**src/rtl/ntt_stage_sched.sv**
```systemverilog
// ntt_stage_sched: walks one forward in-place Cooley-Tukey NTT pass over an
// N-point memory, issuing one butterfly command (a, b, twiddle index) per
// accepted handshake. It leaves a programmable idle gap after every stage so
// the butterfly pipeline can finish writing back before the next stage reads.
module ntt_stage_sched #(
  parameter int LOG_N     = 3,
  parameter int STAGE_GAP = 2
) (
  input  logic             clk,
  input  logic             rst,
  input  logic             start,
  output logic             busy,
  output logic             done,
  output logic             bf_valid,
  input  logic             bf_ready,
  output logic [LOG_N-1:0] bf_addr_a,
  output logic [LOG_N-1:0] bf_addr_b,
  output logic [LOG_N-1:0] psi_addr,
  output logic [LOG_N-1:0] stage,
  output logic             bf_last
);

  // Butterfly index k counts 0..N/2-1 within a stage; stage s counts 0..LOG_N-1.
  localparam logic [LOG_N-1:0] K_LAST = LOG_N'((1 << (LOG_N - 1)) - 1);
  localparam logic [LOG_N-1:0] S_LAST = LOG_N'(LOG_N - 1);
  localparam logic [LOG_N-1:0] HALF   = LOG_N'(1 << (LOG_N - 1));
  localparam logic [LOG_N-1:0] ONE    = LOG_N'(1);
  // With no gap configured the GAP state is never entered, so its terminal
  // count value is irrelevant; clamp to zero to keep the constant in range.
  localparam logic [3:0]       G_LAST = (STAGE_GAP == 0) ? 4'd0 : 4'(STAGE_GAP - 1);

  typedef enum logic [1:0] {
    S_IDLE,
    S_RUN,
    S_GAP,
    S_DONE
  } state_t;

  state_t           state_q, state_d;
  logic [LOG_N-1:0] s_q, s_d;
  logic [LOG_N-1:0] k_q, k_d;
  logic [3:0]       g_q, g_d;
  logic             busy_q, busy_d;
  logic             done_q, done_d;
  logic             valid_q, valid_d;
  logic             last_q, last_d;
  logic [LOG_N-1:0] addr_a_q, addr_a_d;
  logic [LOG_N-1:0] addr_b_q, addr_b_d;
  logic [LOG_N-1:0] psi_q, psi_d;

  logic [LOG_N-1:0] t_v;
  logic [LOG_N-1:0] i_v;
  logic [LOG_N-1:0] j_v;
  logic [LOG_N-1:0] a_v;

  // Next-state sequencing of stage/butterfly/gap counters.
  always_comb begin
    state_d = state_q;
    s_d     = s_q;
    k_d     = k_q;
    g_d     = g_q;
    unique case (state_q)
      S_IDLE: begin
        if (start) begin
          state_d = S_RUN;
          s_d     = '0;
          k_d     = '0;
        end
      end
      S_RUN: begin
        if (bf_ready) begin
          if (k_q != K_LAST) begin
            k_d = k_q + ONE;
          end else begin
            k_d = '0;
            g_d = '0;
            if (STAGE_GAP > 0) begin
              state_d = S_GAP;
            end else if (s_q == S_LAST) begin
              state_d = S_DONE;
            end else begin
              s_d = s_q + ONE;
            end
          end
        end
      end
      S_GAP: begin
        g_d = g_q + 4'd1;
        if (g_q == G_LAST) begin
          g_d = '0;
          if (s_q == S_LAST) begin
            state_d = S_DONE;
          end else begin
            s_d     = s_q + ONE;
            state_d = S_RUN;
          end
        end
      end
      S_DONE: begin
        state_d = S_IDLE;
      end
      default: begin
        state_d = S_IDLE;
      end
    endcase
  end

  // Address arithmetic for the command that will be presented next cycle.
  // t = N >> (s+1) equals (N/2) >> s, the group index i picks the twiddle,
  // and i*2t is formed as (i << 1) << (LOG_N-1-s) so nothing leaves LOG_N bits.
  always_comb begin
    t_v = HALF >> s_d;
    i_v = k_d >> (S_LAST - s_d);
    j_v = k_d & (t_v - ONE);
    a_v = ((i_v << 1) << (S_LAST - s_d)) | j_v;

    busy_d   = (state_d != S_IDLE);
    done_d   = (state_d == S_DONE);
    valid_d  = (state_d == S_RUN);
    last_d   = (state_d == S_RUN) && (s_d == S_LAST) && (k_d == K_LAST);
    addr_a_d = addr_a_q;
    addr_b_d = addr_b_q;
    psi_d    = psi_q;
    if (state_d == S_RUN) begin
      addr_a_d = a_v;
      addr_b_d = a_v + t_v;
      psi_d    = (ONE << s_d) + i_v;
    end
  end

  // Single register bank for FSM state, counters and all registered outputs.
  always_ff @(posedge clk) begin
    if (rst) begin
      state_q  <= S_IDLE;
      s_q      <= '0;
      k_q      <= '0;
      g_q      <= '0;
      busy_q   <= 1'b0;
      done_q   <= 1'b0;
      valid_q  <= 1'b0;
      last_q   <= 1'b0;
      addr_a_q <= '0;
      addr_b_q <= '0;
      psi_q    <= '0;
    end else begin
      state_q  <= state_d;
      s_q      <= s_d;
      k_q      <= k_d;
      g_q      <= g_d;
      busy_q   <= busy_d;
      done_q   <= done_d;
      valid_q  <= valid_d;
      last_q   <= last_d;
      addr_a_q <= addr_a_d;
      addr_b_q <= addr_b_d;
      psi_q    <= psi_d;
    end
  end

  assign busy      = busy_q;
  assign done      = done_q;
  assign bf_valid  = valid_q;
  assign bf_last   = last_q;
  assign bf_addr_a = addr_a_q;
  assign bf_addr_b = addr_b_q;
  assign psi_addr  = psi_q;
  assign stage     = s_q;

endmodule
```
**config.mk**
```make
export PLATFORM = sky130hd
export DESIGN_NAME = ntt_stage_sched
export DESIGN_NICKNAME = d
export VERILOG_FILES = /design/src/rtl/ntt_stage_sched.sv
export SDC_FILE = /design/constraint.sdc
export NUM_CORES = 1
export LEC_CHECK = 0
export BUFFER_PORTS_ARGS = -buffer_cell sky130_fd_sc_hd__buf_4
export CAP_MARGIN = 25
export CELL_PAD_IN_SITES_DETAIL_PLACEMENT = 0
export CELL_PAD_IN_SITES_GLOBAL_PLACEMENT = 1
export CORE_MARGIN = 2
export CORE_UTILIZATION = 45
export CTS_CLUSTER_DIAMETER = 50
export DETAILED_ROUTE_END_ITERATION = 8
export PLACE_DENSITY_LB_ADDON = 0.1
export SYNTH_ARGS = -nofsm -noshare
export SYNTH_HDL_FRONTEND = slang
export SYNTH_SLANG_ARGS = --single-unit
```
**constraint.sdc**
```tcl
create_clock -name clk -period 10.8 [get_ports clk]
set_input_delay 0.54 -clock clk [delete_from_list [all_inputs] [get_ports clk]]
set_output_delay 0.54 -clock clk [all_outputs]
set_load 0.02 [all_outputs]
```
==> run metrics <==
Die Ht 62.3 um; fin area 1730 sq um; Worst-path clk slew 0.14 ns; R2R Setup Slk 6.68 ns; top-level port count 20; H-tree depth 1; Core Rows 21; final period utilization 0.382; Static Leak 0.710 nW; post-synth cell types 55; Starting Density 0.461; Yosys top cell by area dfxtp_1; Top FF cell, synth dfxtp_1; setup_tns 0 ns; failing checks design-rule violations; die area 3880 sq um; slew margin rel. 0.499; Final Max Tran Viols 0; final count of hold timing violations 0; total placed instance area 1710 sq um; Yosys top cell area share 0.328; most common library cell in the layout ignoring fill and taps dfxtp_1; Pre-antenna DRT Iters 6; yosys warns 0; proportion of layout cells with a drive suffix above 1 0.215; Bufs on Longest Clock Path 2; Register Area 500 sq um; pwr dens 93.3 nW/um^2; commonest non-fill, non-tap cells in the layout 25 x dfxtp_1, 24 x nor2_1, 19 x buf_4, 11 x ha_1, 8 x a21oi_1; vias in the first global route 1216; Core Region 3310 sq um; CTS Hold Bufs 0; instance count on the critical path 13; DRT iter0 DRCs 79; Mapped Cells 168; GPL Wtd Cong 0.808; WHS 0.488 ns; r2r worst-path depth 13; pin count of the biggest net entering global routing 25; initial antenna violation count 0; hold depth 2; worst slew pin tran 0.731 ns; Comb power frac 0.125; sw power 0.0434 mW; max incr delay on CP 0.62 ns; min-delay worst type reg2reg; clock tree from TritonCTS done; WL per Instance 14.8 um; Max IR drop VDD 0.0350 mV; via/cell ratio 5.47; post-synthesis sequential area ratio 0.328; CP Launch Type register; max_cap viols 0; top cells by area, synth dfxtp_1 33%, ha_1 9.0%, nor2_1 5.9%; Max Clock Freq 243 MHz; GR Overflow Total 0; multiplexer share of the synthesized area 0.0475; #FFs+latches synth 25; clock sink count 25; quantity of I/O buffers inserted on ports 19; Die X 62.3 um; non-filler cells, final 232; Area Growth Syn to Fin 13.4%; multi-input combinational cell area 968 sq um; crit path max fanout 10; crit path capture type register; placed insts 228; simple logic cell fraction of the synthesized area 0.260; hpwl dp 2540 um; complex-gate fraction of the synthesized area 0.202; Post-Route Skew 0.00423 ns; sequential share of power 0.600; Hold EP bf_addr_a[2]; unrepaired setup endpoints after global routing no; total CTS buffers 3; worst endpoint required time 11.08 ns; Setup violations, final 0; Hold Startpoint bf_addr_a[2]; Buf+Inv Stages, Crit Path 1; Tmin final 4.12 ns; largest delay contributor family on the critical path simple AND/OR/NAND/NOR gates; Fillers 325; Routed Antenna Nets 0; Mapped Area 1530 sq um; synthesized-area fraction occupied by adder cells 0.116; n_diodes 0; XOR/XNOR share of the synthesized area 0.00573; crit path DAT 4.40 ns; CTS resizes 0; Vias 1269; GRT Overall Usage 0.186; DRC 1; Root Buffer clkbuf_4; switching share of total power 0.268; Mapped Avg Cell Area 9.09 sq um; Max stage delay cell, worst path mux2i_1; end of the worst register-to-register path psi_addr[2]; Post-synth EDFFs 0; critical path class reg2reg; clock power share 0.275; FF-to-FF Start state_q[1]; total power 0.162 mW; first-pass GRT wire length 5750 um; critical path cell sequence nor2b_1 -> nand3_1 -> mux2i_1 -> inv_1 -> ha_1 -> o21a_1 -> nor3_1 -> ha_1 -> fa_1 -> o21a_1 -> or3b_1 -> mux2_2 -> o21ai_1; ys async rst share 0; syn nets 185; nets@finish 204; largest family of logic cells by synthesized area simple AND/OR/NAND/NOR gates; status finished, violations left; Pint 0.118 mW; Setup Fix Bufs, Post-CTS 0; DRT Wirelength 3420 um; Worst-Skew Late Latency 0.33 ns
through the flow:
stage | util | setup WS [ns]
after CTS | 0.523 | 6.73
after global placement | 0.512 | 6.93
final | 0.523 | 6.68
after floorplan | - | 7.22
after global routing | 0.523 | 6.38
after detailed placement | 0.515 | 6.75
tightest hold or removal path: stages, from the launching register on:
cell and delay [ns]:
dfxtp_1 0.34, nand2b_1 0.07, a21oi_1 0.06
cells in the mapped netlist (2+ instances only):
master and n:
nand2b_1 4, dfxtp_1 25, nand3_1 2, or4_4 2, a311oi_1 2, o21bai_1 2
nor2_1 24, mux2i_1 5, nand3b_1 2, nand2_1 6, a21oi_1 8, nor2b_1 4
nor3b_1 2, nand4_1 2, o21a_1 2, or4_1 2, o21ai_0 6, nor3_1 4
inv_1 7, clkbuf_1 3, buf_2 2, fa_1 2, ha_1 11, or3b_1 2
a211oi_1 2, mux2_2 2, a2bb2oi_1 3, nand4b_1 3
metal layers:
layer,vias to the layer above,share of wire,global-route usage
met3,7,0.045,0.0290
li1,645,-,-
met4,0,0.023,0.0778
met2,29,0.43,0.281
met1,588,0.50,0.263
met5,-,0,0
kinds of logic after synthesis:
| group | Yosys count |
|---|---|
| simple gates | 69 |
| flops | 25 |
| compound gates | 39 |
| mux | 7 |
| fa+ha+maj | 13 |
| buf+inv | 13 |
| other cells | 1 |
| xor+xnor | 1 |
power groups by stage:
stage | Combinational (mW) | Clock [mW] | Sequential, mW
6_report | 0.0202 | 0.0445 | 0.0970
5_1_grt | 0.0218 | 0.0497 | 0.0974
4_1_cts | 0.0203 | 0.0459 | 0.0970
3_5_place_dp | 0.0201 | 0 | 0.0990
3_3_place_gp | 0.0193 | 0 | 0.0988
2_1_floorplan | 0.0103 | 0 | 0.101
how the worst max path moves through the flow:
stage / from / to / slack, ns
after floorplan: stage[0] / psi_addr[2] / 7.22
after global placement: state_q[1] / psi_addr[2] / 6.93
after detailed placement: state_q[1] / psi_addr[2] / 6.75
after CTS: state_q[1] / psi_addr[2] / 6.73
after global routing: state_q[1] / psi_addr[2] / 6.38
final: state_q[1] / psi_addr[2] / 6.68
registers in the layout, summed over array words and instances, names as in the netlist:
| register | cells |
|---|---|
| state_q | 2 |
| stage | 3 |
| done | 1 |
| k_q | 3 |
| g_q | 4 |
| bf_last | 1 |
| busy | 1 |
| bf_addr_a | 3 |
| psi_addr | 3 |
| bf_valid | 1 |
| bf_addr_b | 3 |
layout make-up:
cell class                 count  area share
multi-input combinational    130       0.559
sequential                    25       0.289
timing repair buffer          20      0.0888
tap                           46      0.0332
clock buffer                   4      0.0152
inverter                       7      0.0152
No activity file was read; power rests on OpenSTA's default activity.
